--- src/rtl/mult_pkg.sv ---
// Shared constants for the 8x8 array multiplier.
// Optional build macro MULT_PIPE_EN adds a register in the middle of the
// adder array, which raises the latency from 2 to 3 clocks.
package mult_pkg;

    localparam int MULT_W    = 8;
    localparam int PROD_W    = 2 * MULT_W;

    // Last adder row that sits in front of the optional mid-array register
    localparam int SPLIT_ROW = 4;

`ifdef MULT_PIPE_EN
    localparam int MULT_LATENCY = 3;
`else
    localparam int MULT_LATENCY = 2;
`endif

endpackage

--- src/rtl/mult_adder_row.sv ---
// One ripple-carry row of the array multiplier.
// The row adds the next partial-product row x to the shifted running sum y.
// It is built from WIDTH chained full adders.
module mult_adder_row #(
    parameter int WIDTH = 8
) (
    input  logic [WIDTH-1:0] x,
    input  logic [WIDTH-1:0] y,
    input  logic             cin,
    output logic [WIDTH-1:0] sum,
    output logic             cout
);

    logic [WIDTH:0] carry;

    assign carry[0] = cin;

    for (genvar k = 0; k < WIDTH; k++) begin : g_fa
        assign sum[k]     = x[k] ^ y[k] ^ carry[k];
        assign carry[k+1] = (x[k] & y[k]) | (carry[k] & (x[k] ^ y[k]));
    end

    assign cout = carry[WIDTH];

endmodule

--- src/rtl/multiplier_ckt_8bit.sv ---
// Unsigned WIDTH x WIDTH -> 2*WIDTH registered array multiplier.
// The data path is: input registers -> AND partial products -> ripple adder
// rows -> output register. A valid bit travels alongside the data.
// It is fully pipelined, with no stall, and accepts one operand pair per clock.
// Optional build macro MULT_PIPE_EN adds a register after adder row SPLIT_ROW.
// That register holds the partial sum, the product bits already resolved, and
// the operand bits still needed by the later rows. Latency becomes 3 clocks.
module multiplier_ckt_8bit
    import mult_pkg::*;
#(
    parameter int WIDTH = MULT_W
) (
    input  logic               clk,
    input  logic               rst_n,
    input  logic [WIDTH-1:0]   A,
    input  logic [WIDTH-1:0]   B,
    input  logic               in_vld,
    output logic [2*WIDTH-1:0] p,
    output logic               p_vld
);

    logic [WIDTH-1:0]           a_q;
    logic [WIDTH-1:0]           b_q;
    logic [MULT_LATENCY-1:0]    vld_pipe;

    logic [WIDTH-1:0]           pp_row [WIDTH];
    logic [WIDTH-1:0]           row_s  [WIDTH];
    logic                       row_c  [WIDTH];
    logic [SPLIT_ROW-1:0]       lo_early;

    // Signals seen by the rows after the split point. These signals are
    // registered copies when MULT_PIPE_EN is set, and plain wires otherwise.
    logic [WIDTH-1:0]           a_late;
    logic [WIDTH-1:SPLIT_ROW+1] b_late;
    logic [WIDTH-1:0]           s_late;
    logic                       c_late;
    logic [SPLIT_ROW-1:0]       lo_late;

    logic [2*WIDTH-1:0]         p_comb;

    // Stage 0: capture the operand pair on every edge, valid or not
    always_ff @(posedge clk or negedge rst_n) begin
        if (!rst_n) begin
            a_q <= '0;
            b_q <= '0;
        end else begin
            a_q <= A;
            b_q <= B;
        end
    end

    // Valid shift chain. Its length matches the data latency, so p_vld lines up with p.
    always_ff @(posedge clk or negedge rst_n) begin
        if (!rst_n) begin
            vld_pipe <= '0;
        end else begin
            vld_pipe <= {vld_pipe[MULT_LATENCY-2:0], in_vld};
        end
    end

    assign p_vld = vld_pipe[MULT_LATENCY-1];

    // Partial products pp[i][j] = a[j] & b[i]. Rows past the split use the late operands.
    for (genvar i = 0; i < WIDTH; i++) begin : g_pp
        if (i <= SPLIT_ROW) begin : g_early
            assign pp_row[i] = a_q & {WIDTH{b_q[i]}};
        end else begin : g_late
            assign pp_row[i] = a_late & {WIDTH{b_late[i]}};
        end
    end

    // Row 0 is the bare first partial product. No carry comes out of it.
    assign row_s[0] = pp_row[0];
    assign row_c[0] = 1'b0;

    // Each row adds the next partial product to the previous sum shifted
    // right by one. The bit shifted out is a finished product bit.
    for (genvar r = 1; r < WIDTH; r++) begin : g_row
        logic [WIDTH-1:0] y_in;

        if (r == SPLIT_ROW + 1) begin : g_after_split
            assign y_in = {c_late, s_late[WIDTH-1:1]};
        end else begin : g_chain
            assign y_in = {row_c[r-1], row_s[r-1][WIDTH-1:1]};
        end

        mult_adder_row #(
            .WIDTH (WIDTH)
        ) u_row (
            .x    (pp_row[r]),
            .y    (y_in),
            .cin  (1'b0),
            .sum  (row_s[r]),
            .cout (row_c[r])
        );
    end

    // Product bits already resolved before the split point
    for (genvar r = 0; r < SPLIT_ROW; r++) begin : g_lo
        assign lo_early[r] = row_s[r][0];
    end

`ifdef MULT_PIPE_EN
    logic [WIDTH-1:0]           a_mid;
    logic [WIDTH-1:SPLIT_ROW+1] b_mid;
    logic [WIDTH-1:0]           s_mid;
    logic                       c_mid;
    logic [SPLIT_ROW-1:0]       lo_mid;

    // Mid-array register: freeze the partial state after row SPLIT_ROW for one clock
    always_ff @(posedge clk or negedge rst_n) begin
        if (!rst_n) begin
            a_mid  <= '0;
            b_mid  <= '0;
            s_mid  <= '0;
            c_mid  <= 1'b0;
            lo_mid <= '0;
        end else begin
            a_mid  <= a_q;
            b_mid  <= b_q[WIDTH-1:SPLIT_ROW+1];
            s_mid  <= row_s[SPLIT_ROW];
            c_mid  <= row_c[SPLIT_ROW];
            lo_mid <= lo_early;
        end
    end

    assign a_late  = a_mid;
    assign b_late  = b_mid;
    assign s_late  = s_mid;
    assign c_late  = c_mid;
    assign lo_late = lo_mid;
`else
    assign a_late  = a_q;
    assign b_late  = b_q[WIDTH-1:SPLIT_ROW+1];
    assign s_late  = row_s[SPLIT_ROW];
    assign c_late  = row_c[SPLIT_ROW];
    assign lo_late = lo_early;
`endif

    // Assemble the product. Low bits come out one per row. The last row
    // supplies the top WIDTH bits and the final carry.
    always_comb begin
        p_comb                          = '0;
        p_comb[SPLIT_ROW-1:0]           = lo_late;
        p_comb[SPLIT_ROW]               = s_late[0];
        for (int r = SPLIT_ROW + 1; r < WIDTH - 1; r++) begin
            p_comb[r] = row_s[r][0];
        end
        p_comb[2*WIDTH-2:WIDTH-1]       = row_s[WIDTH-1];
        p_comb[2*WIDTH-1]               = row_c[WIDTH-1];
    end

    // Output stage: register the finished product on every edge
    always_ff @(posedge clk or negedge rst_n) begin
        if (!rst_n) begin
            p <= '0;
        end else begin
            p <= p_comb;
        end
    end

endmodule

--- config.mk ---
export PLATFORM = sky130hd
export DESIGN_NAME = multiplier_ckt_8bit
export DESIGN_NICKNAME = d
export VERILOG_FILES = /design/src/rtl/mult_pkg.sv /design/src/rtl/mult_adder_row.sv /design/src/rtl/multiplier_ckt_8bit.sv
export SDC_FILE = /design/constraint.sdc
export NUM_CORES = 1
export LEC_CHECK = 0
export BUFFER_PORTS_ARGS = -buffer_cell sky130_fd_sc_hd__clkbuf_2
export CAP_MARGIN = 40
export CORE_UTILIZATION = 55
export CTS_CLUSTER_DIAMETER = 50
export CTS_CLUSTER_SIZE = 20
export DETAILED_ROUTE_END_ITERATION = 10
export HOLD_SLACK_MARGIN = 0.06
export PLACE_DENSITY = 0.78
export RECOVER_POWER = 100
export SLEW_MARGIN = 20
export SYNTH_ARGS = -nofsm -noshare
export SYNTH_HDL_FRONTEND = slang
export SYNTH_SLANG_ARGS = --single-unit
--- constraint.sdc ---
create_clock -name clk -period 27 [get_ports clk]
set_input_delay 0 -clock clk [delete_from_list [all_inputs] [get_ports clk]]
set_output_delay 0 -clock clk [all_outputs]
set_load 0.01 [all_outputs]
# == Word level (Yosys, flattened, before mapping) ==
# Cells that the tools add are included.
# totals
ff_bits,34
elab_cells,268
in_bits,19
output_inout_bits,17
# op_classes
bitwise,264
# op_table
cell,n
1-bit AND,104
1-bit bitwise XOR,104
8-bit AND,8
1-bit OR,48

# == Depth between registers and ports, before layout ==
# Gate-level depths: netlist (run 1).
# logic_depth
word_depth,40
mapped_depth,33
depth_no_buf,33

# == Modules after synthesis ==
# A second synthesis (run 1) with hierarchy kept.
# unflattened
hier_cells,225
hier_area_um2,2638.8
# by_module_without_submodules
mod,n_inst,seq_area_each_um2,cells_each,area_each_um2
mult_adder_row,7,0.0,18,197.7
multiplier_ckt_8bit,1,850.8,99,1255.0

# == Worst setup path after synthesis (run 1) ==
# OpenSTA, ideal clock, no wires.
# synth_timing
kind,register to register
from,reg b_q[0]
to,reg p[14]
n_path_buf,0
arrival_ps,9201
t_required_ps,26865
setup_time_ps,135
slack_ps,17664
synth_period_minus_slack_ps,9336
path_stages_with_launch,24
cell_sequence,dfrtp_1 -> and2_1 -> ha_1 -> inv_1 -> fa_1 -> fa_1 -> fa_1 -> fa_1 -> fa_1 -> fa_1 -> fa_1 -> fa_1 -> fa_1 -> fa_1 -> fa_1 -> fa_1 -> fa_1 -> fa_1 -> fa_1 -> fa_1 -> fa_1 -> fa_1 -> inv_1 -> fa_1
# synth_between
elab_chain_cells,39
word_cells_on_any_way,241
cone_classes,241 x bitwise
# synth_lines
item,line_no,rtl
from (decl),multiplier_ckt_8bit.sv:23,logic [WIDTH-1:0] b_q;
from (signal assigned),multiplier_ckt_8bit.sv:45,b_q <= '0;
from (signal assigned),multiplier_ckt_8bit.sv:48,b_q <= B;
8-bit AND *,multiplier_ckt_8bit.sv:66,assign pp_row[i] = a_q & {WIDTH{b_q[i]}};
1-bit AND / 1-bit bitwise XOR (equally long branches),"mult_adder_row.sv:20, mult_adder_row.sv:19",
1-bit AND,mult_adder_row.sv:20,assign carry[k+1] = (x[k] & y[k]) | (carry[k] & (x[k] ^ y[k]));
1-bit OR,mult_adder_row.sv:20,
1-bit AND / 1-bit bitwise XOR (equally long branches),"mult_adder_row.sv:20, mult_adder_row.sv:19",
1-bit OR / 1-bit bitwise XOR (equally long branches),"mult_adder_row.sv:20, mult_adder_row.sv:19",
1-bit AND / 1-bit bitwise XOR (equally long branches),"mult_adder_row.sv:20, mult_adder_row.sv:19",
1-bit OR / 1-bit bitwise XOR (equally long branches),"mult_adder_row.sv:20, mult_adder_row.sv:19",
[... 24 more ...],n/a,
1-bit AND / 1-bit bitwise XOR (equally long branches),"mult_adder_row.sv:20, mult_adder_row.sv:19",
1-bit OR / 1-bit bitwise XOR (equally long branches),mult_adder_row.sv:20,
1-bit AND / 1-bit bitwise XOR (equally long branches),"mult_adder_row.sv:20, mult_adder_row.sv:19",
1-bit OR / 1-bit bitwise XOR (equally long branches),mult_adder_row.sv:20,
1-bit AND,mult_adder_row.sv:20,
1-bit OR,mult_adder_row.sv:20,
1-bit bitwise XOR *,mult_adder_row.sv:19,assign sum[k] = x[k] ^ y[k] ^ carry[k];
via g_row[7].u_row.sum[7],mult_adder_row.sv:10,"output logic [WIDTH-1:0] sum,"
to (signal assigned),multiplier_ckt_8bit.sv:158,p <= p_comb;
to (decl),multiplier_ckt_8bit.sv:18,"output logic [2*WIDTH-1:0] p,"
# The timed path passes the listed nets; every way through them passes the cells marked *.

# == Worst setup path after layout (run 1) ==
# Ends and elaborated chain as after synthesis.

==> results.md, run 1 <==
Clocking:
- The total clock sinks is 34.
- Counting along the longest clock path gives a buffer depth of 2.
- The root cell of the clock tree is sky130_fd_sc_hd__clkbuf_8.
- For the worst-skew pair, the clock arrives at the later sink with an insertion delay of about 0.29 ns.
- The number of clock buffers inserted by TritonCTS is 5.
- TritonCTS built the clock tree.
- The H-tree was split into 2 levels.
- In this run the post-CTS setup repair buffer count came out at 0.
- The clock slew at the register clock pins of the worst setup and hold paths is ~0.070 ns.

Timing:
- The clock period could shrink to between 9 and 10 ns.
- Dividing the final minimum period by the clock period gives 0.3595.
- Setup repair after global routing left no endpoint under its margin.
- The tightest hold margin is 0.2910 ns.
- Between clock sinks in the finished design, the worst skew comes to 0.006074 ns.
- The maximum operating frequency is 103.0 MHz.
- The final number of setup-violating endpoints is 0.
- The final hold violation count is 0.
- The final sum of negative setup slack is 0 ns.
- The total count of max-transition violations in the final report was 0.
- The transition time at the pin with the least slew margin is between 1 and 1.5 ns.
- In this run the tightest slew margin relative to its limit is 0.3024.

Critical path:
- In this run the critical register-to-register path is launched from b_q[0].
- The worst setup path is launched from a flop.
- The path type of the worst setup path is flop to flop.
- The worst register-to-register path has a depth of 23.
- The endpoint type of the worst setup path is a flop.
- The terminus of the critical flop-to-flop path is p[14].
- Tracing the worst setup path back leads to its startpoint at b_q[0].
- Across all register-to-register paths, the minimum setup slack is about 17 ns.
- In this run the worst setup path terminates at p[14].
- At the worst endpoint, the arrival time is 9.87 ns.
- The maximum net fanout on the critical path is 8.
- STA puts the critical path data required time at approximately 27 ns.

Placement:
- After legalization and detailed placement, the total HPWL measured about 2.8 mm.
- Routability-driven placement finished with a final weighted congestion of between 0.7 and 0.8.
- The count of port buffers added during placement is 35.

Die:
- The boundary pin count is 36.
- The die is approximately 67 um tall.
- The initial core utilization is 0.5745.
- The die area is 0.004472 mm2.
- The site row count is 23.
- The region available for standard cell placement spans 0.004029 mm2.
- The die is roughly 67 um wide.

Flow run:
- The max-cap violation count is 0.

Synth:
- Yosys attributes the largest share of cell area to sky130_fd_sc_hd__fa_1 42%, sky130_fd_sc_hd__dfrtp_1 37%, sky130_fd_sc_hd__nand2_1 7.8%, sky130_fd_sc_hd__and2_1 4.3%, sky130_fd_sc_hd__ha_1 4.3%.
- The net count after synthesis is between 200 and 300.
- Yosys printed 0 warnings.
- In this run the mean area of a mapped cell was between 10 and 15 um2.
- The cell type with the largest total area after synthesis is sky130_fd_sc_hd__fa_1.
- Of the post-synthesis cell area, the dominant cell type holds 0.4151.
- The post-synthesis cell type count is 7.
- The register bit total from synthesis is 34.
- Synthesis produced a netlist whose cell count is about 190.
- The synthesized netlist occupies a cell area of approximately 0.0023 mm2.
- The share of synthesized area occupied by flip-flops and latches is 0.3676.

GRT:
- The number of global-route vias before repair is 1493.
- For this run, the total global-route usage over all layers was measured as 0.2052.
- The number of antenna violations at the first check in global routing is 0.
- After global routing the overflow that remains totals 0.
- The pin count of the biggest net entering global routing is 35.
- The first global-routing pass estimated ~6.5 mm of wire.

Detailed routing:
- Detailed routing inserted a total of about 1400 vias.
- The violation count after the first detailed-routing iteration is 31.
- The number of search-and-repair iterations in the first detailed-routing pass is 4.
- The post-detailed-route via-to-cell ratio is roughly 4.8.
- Dividing the detail-routed wire length by the instance count gives between 10 and 15 um.
- The remaining routing DRC violations is 0.
- In this run the remaining antenna-violating nets after routing total 0.
- For this block, the routed nets add up to between 3 and 4 mm of wire.

Cells and area:
- 0 antenna diodes ended up in the layout.
- The number of nets in the final layout is 316.
- Compared with the post-synthesis result, the final layout area differs by 20.11%.
- Of the cells placed in the final design, the portion with a size suffix greater than 1 is 0.09917.

Power:
- The portion of total power attributed to the clock network is 0.147.
- Of the total power, the share spent switching nets is 0.4003.
- In this run the power spent charging and discharging nets is 0.0001038 W.
- The share of total power dissipated in combinational logic is 0.580.
- IR analysis of the VDD net gives a maximum drop of 0.00006200 V.
- Power spread over the standard cell area amounts to just over 90 mW/mm2.
- The internal power of the cells totals between 0.00015 and 0.0002 W.
- The portion of total power attributed to sequential cells is 0.272.
- The analysis attributes to cell leakage a power of approximately 1.2 nW.

Run status:
- The run finished with clean final reports.

Worst hold path:
- The class of the tightest hold or removal check is input port to asynchronous set/reset pin.
-- worst max-delay path, cell delays in order (launching register included) --
cell	delay, ns
sky130_fd_sc_hd__dfrtp_1	0.47
sky130_fd_sc_hd__and2_1	0.17
sky130_fd_sc_hd__ha_1	0.14
sky130_fd_sc_hd__inv_1	0.05
sky130_fd_sc_hd__fa_1	0.44
sky130_fd_sc_hd__fa_1	0.46
sky130_fd_sc_hd__fa_1	0.46
sky130_fd_sc_hd__fa_1	0.48
sky130_fd_sc_hd__fa_1	0.61
sky130_fd_sc_hd__fa_1	0.45
sky130_fd_sc_hd__fa_1	0.45
sky130_fd_sc_hd__fa_1	0.54
sky130_fd_sc_hd__fa_1	0.42
sky130_fd_sc_hd__fa_1	0.40
sky130_fd_sc_hd__fa_1	0.53
sky130_fd_sc_hd__fa_1	0.54
sky130_fd_sc_hd__fa_1	0.47
sky130_fd_sc_hd__fa_1	0.39
sky130_fd_sc_hd__fa_1	0.39
sky130_fd_sc_hd__fa_1	0.48
sky130_fd_sc_hd__fa_1	0.41
sky130_fd_sc_hd__fa_1	0.36
sky130_fd_sc_hd__inv_1	0.07
sky130_fd_sc_hd__fa_1	0.40
-- cells in the mapped netlist --
| master | n |
|---|---|
| sky130_fd_sc_hd__inv_1 | 26 |
| sky130_fd_sc_hd__ha_1 | 8 |
| sky130_fd_sc_hd__and2_1 | 16 |
| sky130_fd_sc_hd__dfrtp_1 | 34 |
| sky130_fd_sc_hd__nand2_1 | 48 |
| sky130_fd_sc_hd__buf_2 | 5 |
| sky130_fd_sc_hd__fa_1 | 48 |
-- cell type report --
cell class	count	area (um2)
inverters	26	97.59
multi-input cells	120	1341
flip-flops and latches	34	850.8
clock inverters	1	5.005
repair buffers	54	336.6
well taps	50	62.56
fillers	305	1249
clock buffers	7	86.33
-- power by group through the flow --
stage | clock network (W) | registers, W | logic (W)
2_1_floorplan | 0 | 0.0000760 | 0.000109
3_3_place_gp | 0 | 0.0000715 | 0.000141
3_5_place_dp | 0 | 0.0000717 | 0.000156
4_1_cts | 0.0000394 | 0.0000708 | 0.000158
5_1_grt | 0.0000413 | 0.0000722 | 0.000178
6_report | 0.0000381 | 0.0000706 | 0.000150
-- kinds of logic (layout without fill, tap and decap cells) --
kind of cell / after synthesis / count (layout) / share of synthesized area
and+or+nand+nor: 64 / 64 / 0.1211
adders and majority gates: 56 / 56 / 0.4584
DFF: 34 / 34 / 0.3676
buffers and inverters: 31 / 88 / 0.05297
-- sequential cells by signal, summed over array words and instances (netlist names) --
register  count
vld_pipe      2
p            16
a_late        8
b_q           8
-- placed cells by master, fill, tap and decap left out --
cell type                       instances
sky130_fd_sc_hd__and2_0                 1
sky130_fd_sc_hd__clkbuf_2              17
sky130_fd_sc_hd__and2_1                15
sky130_fd_sc_hd__fa_1                  48
sky130_fd_sc_hd__ha_1                   8
sky130_fd_sc_hd__dlygate4sd3_1         18
sky130_fd_sc_hd__clkinv_2               1
sky130_fd_sc_hd__inv_1                 26
sky130_fd_sc_hd__dfrtp_1               34
sky130_fd_sc_hd__clkbuf_8               6
sky130_fd_sc_hd__clkbuf_1              20
sky130_fd_sc_hd__nand2_1               48
-- routing by layer --
metal / global-route usage / wire length, um / up-vias / share of wire
li1: - / - / 645 / -
met1: 0.2294 / 1371 / 734 / 0.38
met2: 0.3725 / 2082 / 24 / 0.57
met3: 0.04795 / 107 / 8 / 0.029
met4: 0.08245 / 83 / 0 / 0.023
met5: 0 / 0 / - / 0
-- worst min-delay path by stage --
stage	endpoint	slack [ns]	depth (start not counted)
2_1_floorplan	a_late[0]	-0.30	0
3_3_place_gp	b_q[4]	0.11	1
3_5_place_dp	vld_pipe[0]	0.11	1
4_1_cts	a_late[5]	0.35	2
5_1_grt	a_late[6]	0.35	2
6_report	p[0]	0.29	2
-- stage by stage --
step / utilization / instances / instance area (um2) / setup slack, ns / total power [W]
global route: 0.6901 / 292 / 2780 / 16.94 / 0.0002918
detailed placement: 0.6273 / 265 / 2527 / 17.27 / 0.0002277
global placement: 0.6273 / 265 / 2527 / 17.49 / 0.0002129
CTS: 0.6947 / 291 / 2799 / 17.23 / 0.0002686
finish: 0.6901 / 292 / 2780 / 17.29 / 0.0002593
floorplan: - / 185 / 2315 / 17.66 / 0.0001845
-- repair_timing --
| action | in CTS | in global routing |
|---|---|---|
| hold buffers | 18 | 0 |
| endpoints found under the hold margin | 51 | 0 |
| resized for setup | 0 | 0 |
Note: power is estimated with default switching activity, not from simulation.
==> inputs of run 2 (changes only) <==
--- a/config.mk
+++ b/config.mk
@@ -5,6 +5,7 @@
 export SDC_FILE = /design/constraint.sdc
 export NUM_CORES = 1
 export LEC_CHECK = 0
+export ABC_AREA = 1
 export BUFFER_PORTS_ARGS = -buffer_cell sky130_fd_sc_hd__clkbuf_2
 export CAP_MARGIN = 40
 export CORE_UTILIZATION = 55
@@ -12,7 +13,7 @@
 export CTS_CLUSTER_SIZE = 20
 export DETAILED_ROUTE_END_ITERATION = 10
 export HOLD_SLACK_MARGIN = 0.06
-export PLACE_DENSITY = 0.78
+export PLACE_DENSITY = 0.77
 export RECOVER_POWER = 100
 export SLEW_MARGIN = 20
 export SYNTH_ARGS = -nofsm -noshare
==> constraint.sdc (replaced) <==
create_clock -name clk -period 9.9 [get_ports clk]
set_input_delay 0 -clock clk [delete_from_list [all_inputs] [get_ports clk]]
set_output_delay 0 -clock clk [all_outputs]
set_load 0.01 [all_outputs]
==> results.md, run 2 <==
Synth:
- Ranked by total cell area, the synthesized netlist is headed by sky130_fd_sc_hd__fa_1 39%, sky130_fd_sc_hd__dfrtp_1 35%, sky130_fd_sc_hd__nand2_1 9.8%, sky130_fd_sc_hd__inv_1 6.4%, sky130_fd_sc_hd__ha_1 4.1%.
- The register bit total from synthesis is 34.
- The fraction of the mapped netlist area in compound gates is 0.
- After synthesis, the share of cell area in mux cells is 0.
- The share of synthesized cell area in full adder, half adder and majority cells is 0.4327.
- Counting every instance in the synthesized netlist gives about 210.
- The most numerous cell in the Yosys netlist is sky130_fd_sc_hd__nand2_1.
- The cell area after technology mapping is between 0.002 and 0.0025 mm2.
- The simple-gate share of the synthesized area is 0.09796.
- When the netlist entered floorplanning its net count stood at 287.
- The biggest area contributor in the post-synthesis netlist is sky130_fd_sc_hd__fa_1.
- The fraction of synthesized cell area taken by the top area cell type is 0.3918.
- The main flop type after synthesis is sky130_fd_sc_hd__dfrtp_1.
- The commonest cells after synthesis are 64 x sky130_fd_sc_hd__nand2_1, 48 x sky130_fd_sc_hd__fa_1, 42 x sky130_fd_sc_hd__inv_1, 34 x sky130_fd_sc_hd__dfrtp_1, 10 x sky130_fd_sc_hd__buf_4.
- The mean instance size in the synthesized netlist is roughly 12 um2.
- The combinational family with the most area after synthesis is adder cells.
- The share of synthesized area occupied by flip-flops and latches is 0.3469.
- Of all flip-flops after synthesis, the portion carrying an async set or reset was 1.000.
- The number of warnings printed during yosys synthesis is 0.
- The xor and xnor area share after synthesis is 0.
- The number of enable-type register cells in the synthesized netlist is 0.
- Yosys mapped the design onto 7 distinct sky130hd cell types.

Critical path:
- STA puts the critical path data arrival time at 9.61 ns.
- The startpoint kind of the worst setup timing path is a flop.
- At the worst endpoint, the required time is between 10 and 15 ns.
- The path type of the worst setup path is flop to flop.
- The worst setup path is captured at a flop.
- Along the worst path, the maximum fanout reaches 4.
- The number of cells traversed by the worst register-to-register path is 24.

Timing:
- The total count of max-transition violations in the final report is 0.
- Of the available clock period, the critical path in the final layout requires 0.9548.
- The final setup skew is approximately 0.0078 ns.
- Once routing completed, OpenROAD measured the worst setup slack at 0.4479 ns.
- The minimum clock period is 9.452 ns.
- The transition time at the pin with the least slew margin is roughly 0.95 ns.
- The final sum of negative setup slack is 0 ns.
- Setup violations remaining at the end of the flow were counted as 0.
- The relative slew slack is 0.3669.
- Setup repair after global routing left no endpoint under its margin.
- The final hold violation count came to 0.
- For this run, the top clock speed supported by timing is 105.8 MHz.

Detailed routing:
- The routed layout has between 1000 and 1500 vias.
- The violation count after the first detailed-routing iteration is 67.
- After detailed routing, the number of remaining DRC violations is 0.
- The number of search-and-repair iterations in the first detailed-routing pass is 4.
- The count of nets left with antenna violations once routing finished came out at 0.
- The average wire per standard cell is 10.68 um.
- After detailed routing, the number of vias per cell comes to ~4.7.
- The wire length after detailed routing is between 3 and 4 mm.

Clocking:
- Buffers inserted during clock tree synthesis total 5.
- After clock tree synthesis, the clock-pin slew on the worst setup and hold paths is roughly 0.07 ns.
- The total clock sinks is 34.
- The CTS tree is yes.
- The buffer depth of the longest clock path is 2.
- The root cell of the clock tree is sky130_fd_sc_hd__clkbuf_8.
- The insertion delay of the later-clocked pin in the worst-skew pair is 0.29 ns.
- The CTS H-tree depth is 2.

Die:
- The die covers 0.004730 mm2.
- The floorplan has 23 rows.
- For this design the top-level I/O count stands at 36.
- The die extent in x is between 60 and 70 um.
- For this configuration, the core starts out at a cell density of 0.5918.
- The floorplan core area is around 0.0041 mm2.
- The height of the die is 68.78 um.

Cells and area:
- Of the cells placed in the final design, the portion with a size suffix greater than 1 is 0.1149.
- Measured on the finished design, the core utilization comes to 0.6827.
- The post-synthesis to final-layout area growth is 15.36%.
- The register with the most flip-flops in the layout has 16 of them.
- The top cell types in the final layout, fill and taps aside, are 64 x sky130_fd_sc_hd__nand2_1, 48 x sky130_fd_sc_hd__fa_1, 42 x sky130_fd_sc_hd__inv_1, 31 x sky130_fd_sc_hd__dfrtp_1, 20 x sky130_fd_sc_hd__clkbuf_1.
- The antenna diode count is 0.
- In the final design database the tool counted about 340 nets.
- The leading cell type in the layout, fill and taps excluded is sky130_fd_sc_hd__nand2_1.
- The register bank with the most flops is p.

Power:
- The total power consumption of the routed design is ~0.00067 W.
- The maximum ir drop on the vdd rail is about 0.00015 V.
- The power density relative to cell area is 238.2 mW/mm2.
- The leakage power of the design is between 1 and 1.5 nW.

Placement:
- Detailed placement finished with a half-perimeter wire length of about 2.6 mm.
- Before CTS, the worst setup slack after placement is between 0.2 and 0.3 ns.
- During placement, the flow inserted port buffers numbering 35.
- The routability congestion estimate is 0.7751.

GRT:
- The pin count of the biggest net entering global routing is 35.
- The number of antenna violations at the first check in global routing is 0.
- Summed over all layers, the global routing overflow is 0.
- The number of global-route vias before repair was roughly 1400.
- The combined global-route utilization of all metal layers is 0.1822.
- The first global-routing pass estimated 5.954 mm of wire.

Worst hold path:
- The class of the tightest hold or removal check is input port to asynchronous set/reset pin.

Flow run:
- The tool flagged a number of max-cap violations equal to 0.

Run status:
- The flow ran to the end, and the final reports show no timing, DRC or antenna violations.
[run 2: cell types whose count changed after synthesis]
cell | before | now
sky130_fd_sc_hd__and2_1 | 16 | 0
sky130_fd_sc_hd__buf_2 | 5 | 0
sky130_fd_sc_hd__buf_4 | 0 | 10
sky130_fd_sc_hd__buf_6 | 0 | 6
sky130_fd_sc_hd__inv_1 | 26 | 42
sky130_fd_sc_hd__nand2_1 | 48 | 64
[run 2: logic make-up (layout without fill, tap and decap cells)]
group                    count (synthesis)  in the layout
buffers and inverters                   58            107
flip-flops                              34             34
adder cells (fa/ha/maj)                 56             56
AND/OR/NAND/NOR                         64             64
[run 2: final timing paths]
check	start	end	slack [ns]
setup / recovery	b_q[0]	p[14]	0.45
hold / removal	rst_n	p[1]	0.30
setup reg to reg	b_q[0]	p[14]	0.45
hold reg to reg	vld_pipe[0]	vld_pipe[1]	0.35
max in group asynchronous	rst_n	b_q[0]	8.22
min in group clk	vld_pipe[0]	vld_pipe[1]	0.35
[run 2: final cells by class]
| cell class | count | area (um2) |
|---|---|---|
| timing repair buffer | 59 | 370.4 |
| clock buffer | 6 | 82.58 |
| fill | 330 | 1315 |
| tap | 50 | 62.56 |
| sequential | 34 | 854.6 |
| multi-input combinational | 120 | 1301 |
| inverter | 42 | 157.7 |
[run 2: power by group]
| part | total (W) | internal, W | switching [W] |
|---|---|---|---|
| logic | 0.000385 | 0.000178 | 0.000207 |
| registers | 0.000191 | 0.000179 | 0.0000121 |
| clock network | 0.0000973 | 0.0000535 | 0.0000438 |
| total | 0.000674 | 0.000411 | 0.000263 |
[run 2: through the flow]
stage               hold WS (ns)  instances  area (um2)
detailed placement        0.1096        282        2555
CTS                       0.3437        306        2818
global placement          0.1075        282        2555
global route              0.3472        311        2829
finish                    0.2976        311        2829
floorplan                -0.2956        212        2452
[run 2: timing repair]
action / CTS / global route
resized for setup: 0 / 3
setup buffers: 0 / 4
hold buffers: 18 / 0
endpoints found under the setup margin: 0 / 1
hold endpoints to repair: 51 / 0
[run 2: per-layer routing]
layer	up-vias	GRT usage	routed length (um)
li1	686	-	-
met5	-	0	0
met2	32	0.2953	1779
met4	0	0.09949	80
met3	7	0.06086	170
met1	739	0.2142	1290
[run 2: critical path: stages, from the launching register on]
cell and delay, ns:
sky130_fd_sc_hd__dfrtp_2 0.40, sky130_fd_sc_hd__nand2_1 0.06, sky130_fd_sc_hd__inv_1 0.06, sky130_fd_sc_hd__ha_1 0.14, sky130_fd_sc_hd__inv_1 0.05, sky130_fd_sc_hd__fa_1 0.45, sky130_fd_sc_hd__fa_1 0.46, sky130_fd_sc_hd__fa_1 0.46
sky130_fd_sc_hd__fa_1 0.46, sky130_fd_sc_hd__fa_1 0.46, sky130_fd_sc_hd__fa_1 0.59, sky130_fd_sc_hd__fa_1 0.44, sky130_fd_sc_hd__fa_1 0.49, sky130_fd_sc_hd__fa_1 0.41, sky130_fd_sc_hd__fa_1 0.40, sky130_fd_sc_hd__fa_1 0.52
sky130_fd_sc_hd__fa_1 0.51, sky130_fd_sc_hd__fa_1 0.52, sky130_fd_sc_hd__fa_1 0.44, sky130_fd_sc_hd__fa_1 0.38, sky130_fd_sc_hd__fa_1 0.39, sky130_fd_sc_hd__fa_1 0.38, sky130_fd_sc_hd__fa_1 0.37, sky130_fd_sc_hd__inv_1 0.08
sky130_fd_sc_hd__fa_1 0.40
==> inputs of run 3 (changes only) <==
--- a/config.mk
+++ b/config.mk
@@ -6,7 +6,7 @@
 export NUM_CORES = 1
 export LEC_CHECK = 0
 export ABC_AREA = 1
-export BUFFER_PORTS_ARGS = -buffer_cell sky130_fd_sc_hd__clkbuf_2
+export BUFFER_PORTS_ARGS = -buffer_cell sky130_fd_sc_hd__buf_2
 export CAP_MARGIN = 40
 export CORE_UTILIZATION = 55
 export CTS_CLUSTER_DIAMETER = 50
==> results.md, run 3 (synthesized netlist as in run 2, its figures left out) <==
Run status:
- The run finished, with violations left.
- The final reports fail on max-capacitance violations, max-slew violations.

Clocking:
- In this run the deepest clock path goes through 2 buffers.
- The clock slew at the register clock pins of the worst setup and hold paths is roughly 0.06 ns.
- The clock reaches the later pin of the worst-skew pair after about 0.29 ns.
- The tree built by TritonCTS fans out to 34 sinks.
- The clock tree synthesis step divided the H-tree into 2 levels.
- The CTS tree is yes.
- The tree is rooted in a sky130_fd_sc_hd__clkbuf_8.
- Counting the buffers created by CTS gives 5.

Cells and area:
- p holds more flip-flops than any other register.
- The count of cells in the finished layout, fillers not included, comes to 310.
- The fraction of final layout cells sized beyond drive strength 1 is 0.1115.
- In the layout the commonest cells are 64 x sky130_fd_sc_hd__nand2_1, 48 x sky130_fd_sc_hd__fa_1, 42 x sky130_fd_sc_hd__inv_1, 31 x sky130_fd_sc_hd__dfrtp_1, 20 x sky130_fd_sc_hd__clkbuf_1.
- Leaving out fill and tap cells, the most frequent cell in the layout is sky130_fd_sc_hd__nand2_1.
- The net count of the finished layout is about 340.
- The number of antenna diodes in the final layout is 0.
- The post-synthesis to final-layout area growth is 14.80%.
- The number of flip-flops under the largest register name is 16.
- The final cell area excluding filler cells is approximately 0.0028 mm2.

Power:
- The worst-case IR drop observed on VDD is about 0.00014 V.
- In this run the static leakage power is 1.353 nW.
- The switching portion of total power is 0.3973.
- Of the total power, registers draw 0.282.
- Of the total power, the clock network draws 0.139.
- The proportion of power drawn by combinational gates is 0.579.
- The power density relative to cell area is ~240 mW/mm2.
- For this design the total switching power over the nets is about 0.00027 W.
- Cell internal power was estimated by the tool at 0.0004092 W.

Die:
- The boundary pin count is 36.
- The initial core utilization is 0.5918.
- The core region is roughly 0.0041 mm2.
- The die area is roughly 0.0047 mm2.
- The height of the die is around 69 um.
- From left edge to right edge, the die measures around 70 um.
- The site row count is 23.

Detailed routing:
- The average wire per standard cell is approximately 11 um.
- For this run, design rule violations remaining after detail routing come to 0.
- The number of nets with antenna violations after detailed routing is 0.
- The final route contains between 1000 and 1500 vias.
- For this block, the initial DRC count from the detailed router was 53.
- The post-detailed-route via-to-cell ratio is 4.700.
- The wire length after detailed routing is about 3.4 mm.
- The first detailed-routing pass ran for 4 iterations.

Placement:
- The half-perimeter wire length after detailed placement is approximately 2.7 mm.
- The routability congestion estimate is a little under 0.8.
- The standard cell area after detailed placement is 0.002555 mm2.
- During placement, the flow inserted port buffers numbering 35.
- The number of placed instances, taps included, is about 280.

Critical path:
- Walking the worst path, the cells encountered are nand2_1, inv_1, ha_1, inv_1, fa_1, fa_1, fa_1, fa_1, fa_1, fa_1, fa_1, fa_1, fa_1, fa_1, fa_1, fa_1, fa_1, fa_1, fa_1, fa_1, fa_1, fa_1, inv_1, fa_1.
- Among all stages on the critical path, the largest delay is contributed by sky130_fd_sc_hd__fa_1.
- The arrival time of data at the critical path endpoint is 9.65 ns.
- On the worst path, the slowest cell contributes a delay of approximately 0.58 ns.
- The critical path in this run is classified as flop to flop.
- The most numerous cell type found on the critical path is sky130_fd_sc_hd__fa_1.
- STA classifies the critical path startpoint as a flop.
- STA classifies the critical path endpoint as a flop.
- The maximum net fanout on the critical path is 4.
- The required time reported for the critical path endpoint is a little over 10 ns.
- The number of cells on the worst reg-to-reg path is 24.

GRT:
- The number of global-route vias before repair is about 1400.
- Entering global routing, the biggest net connects 35 pins.
- The number of antenna violations at the first check in global routing was 0.
- Summed over all layers, the global routing overflow is 0.
- The wire length of the first global-routing pass is a little under 6 mm.
- In the global route stage, overall resource usage came out at 0.1837.

Timing:
- The total count of max-transition violations in the final report is 35.
- Setup violations remaining at the end of the flow were counted as 0.
- Setup repair after global routing left no endpoint under its margin.
- Dividing the final minimum period by the clock period gives 0.9583.
- The final sum of negative setup slack is 0 ns.
- Measured against its own limit, the worst slew margin works out to -0.1485.
- The transition time at the pin with the least slew margin is 1.723 ns.
- Clock skew on the completed layout was measured at about 0.0070 ns.
- The final hold violation count is 0.
- For the finished layout, the period the worst path requires is approximately 9.5 ns.
- The tightest hold margin is ~0.34 ns.
- The maximum operating frequency is 105.4 MHz.

Flow run:
- Max-cap violations in this run came to 1.

Worst hold path:
- The class of the tightest hold or removal check is input port to flop.
- The depth of the worst hold-timing path is 2.
## run 3: what timing repair did
action	4_1_cts	5_1_grt
endpoints found under the hold margin	51	0
hold buffers	18	0
endpoints found under the setup margin	0	1
resized for setup	0	3
buffers inserted	0	3
## run 3: path summary, 6_finish.rpt
kind / startpoint / to / slack (ns)
min: B[4] / b_q[4] / 0.34
max in group asynchronous: rst_n / b_q[0] / 8.07
min reg2reg: vld_pipe[0] / vld_pipe[1] / 0.35
max: b_q[0] / p[14] / 0.41
min in group asynchronous: rst_n / p[0] / 0.70
max reg2reg: b_q[0] / p[14] / 0.41
## run 3: power groups by stage
stage | Combinational (W) | Clock [W] | Sequential, W
floorplan | 0.000304 | 0 | 0.000205
global placement | 0.000384 | 0 | 0.000193
detailed placement | 0.000408 | 0 | 0.000194
CTS | 0.000415 | 0.0000984 | 0.000191
global route | 0.000483 | 0.000104 | 0.000196
finish | 0.000393 | 0.0000943 | 0.000192
## run 3: layout make-up
cell class,count,area (um2)
fill,326,1329
inverter,42,157.7
timing repair buffer,57,362.8
tap,50,62.56
sequential,34,854.6
clock buffer,7,76.32
multi-input combinational,120,1301
## run 3: layer usage
layer / global-route usage / up-vias / wire length, um
met5: 0 / - / 0
met4: 0.09439 / 0 / 73
met3: 0.05428 / 6 / 143
met2: 0.3174 / 31 / 1866
met1: 0.2054 / 736 / 1321
li1: - / 684 / -
## run 3: worst max-delay path: cells and delay by family (launching register included)
kind	cells	cell delay [ns]
buffers and inverters	3	0.18
AND/OR/NAND/NOR	1	0.06
adder cells (fa/ha/maj)	20	8.75
flip-flops	1	0.39
## run 3: through the flow
step                power (W)  setup WS (ns)    util
floorplan           0.0005088         0.5930       -
global placement    0.0005777         0.4045  0.6165
detailed placement  0.0006020         0.2216  0.6165
CTS                 0.0007053         0.2214  0.6784
global route        0.0007829        0.04114  0.6793
finish              0.0006789         0.4125  0.6793
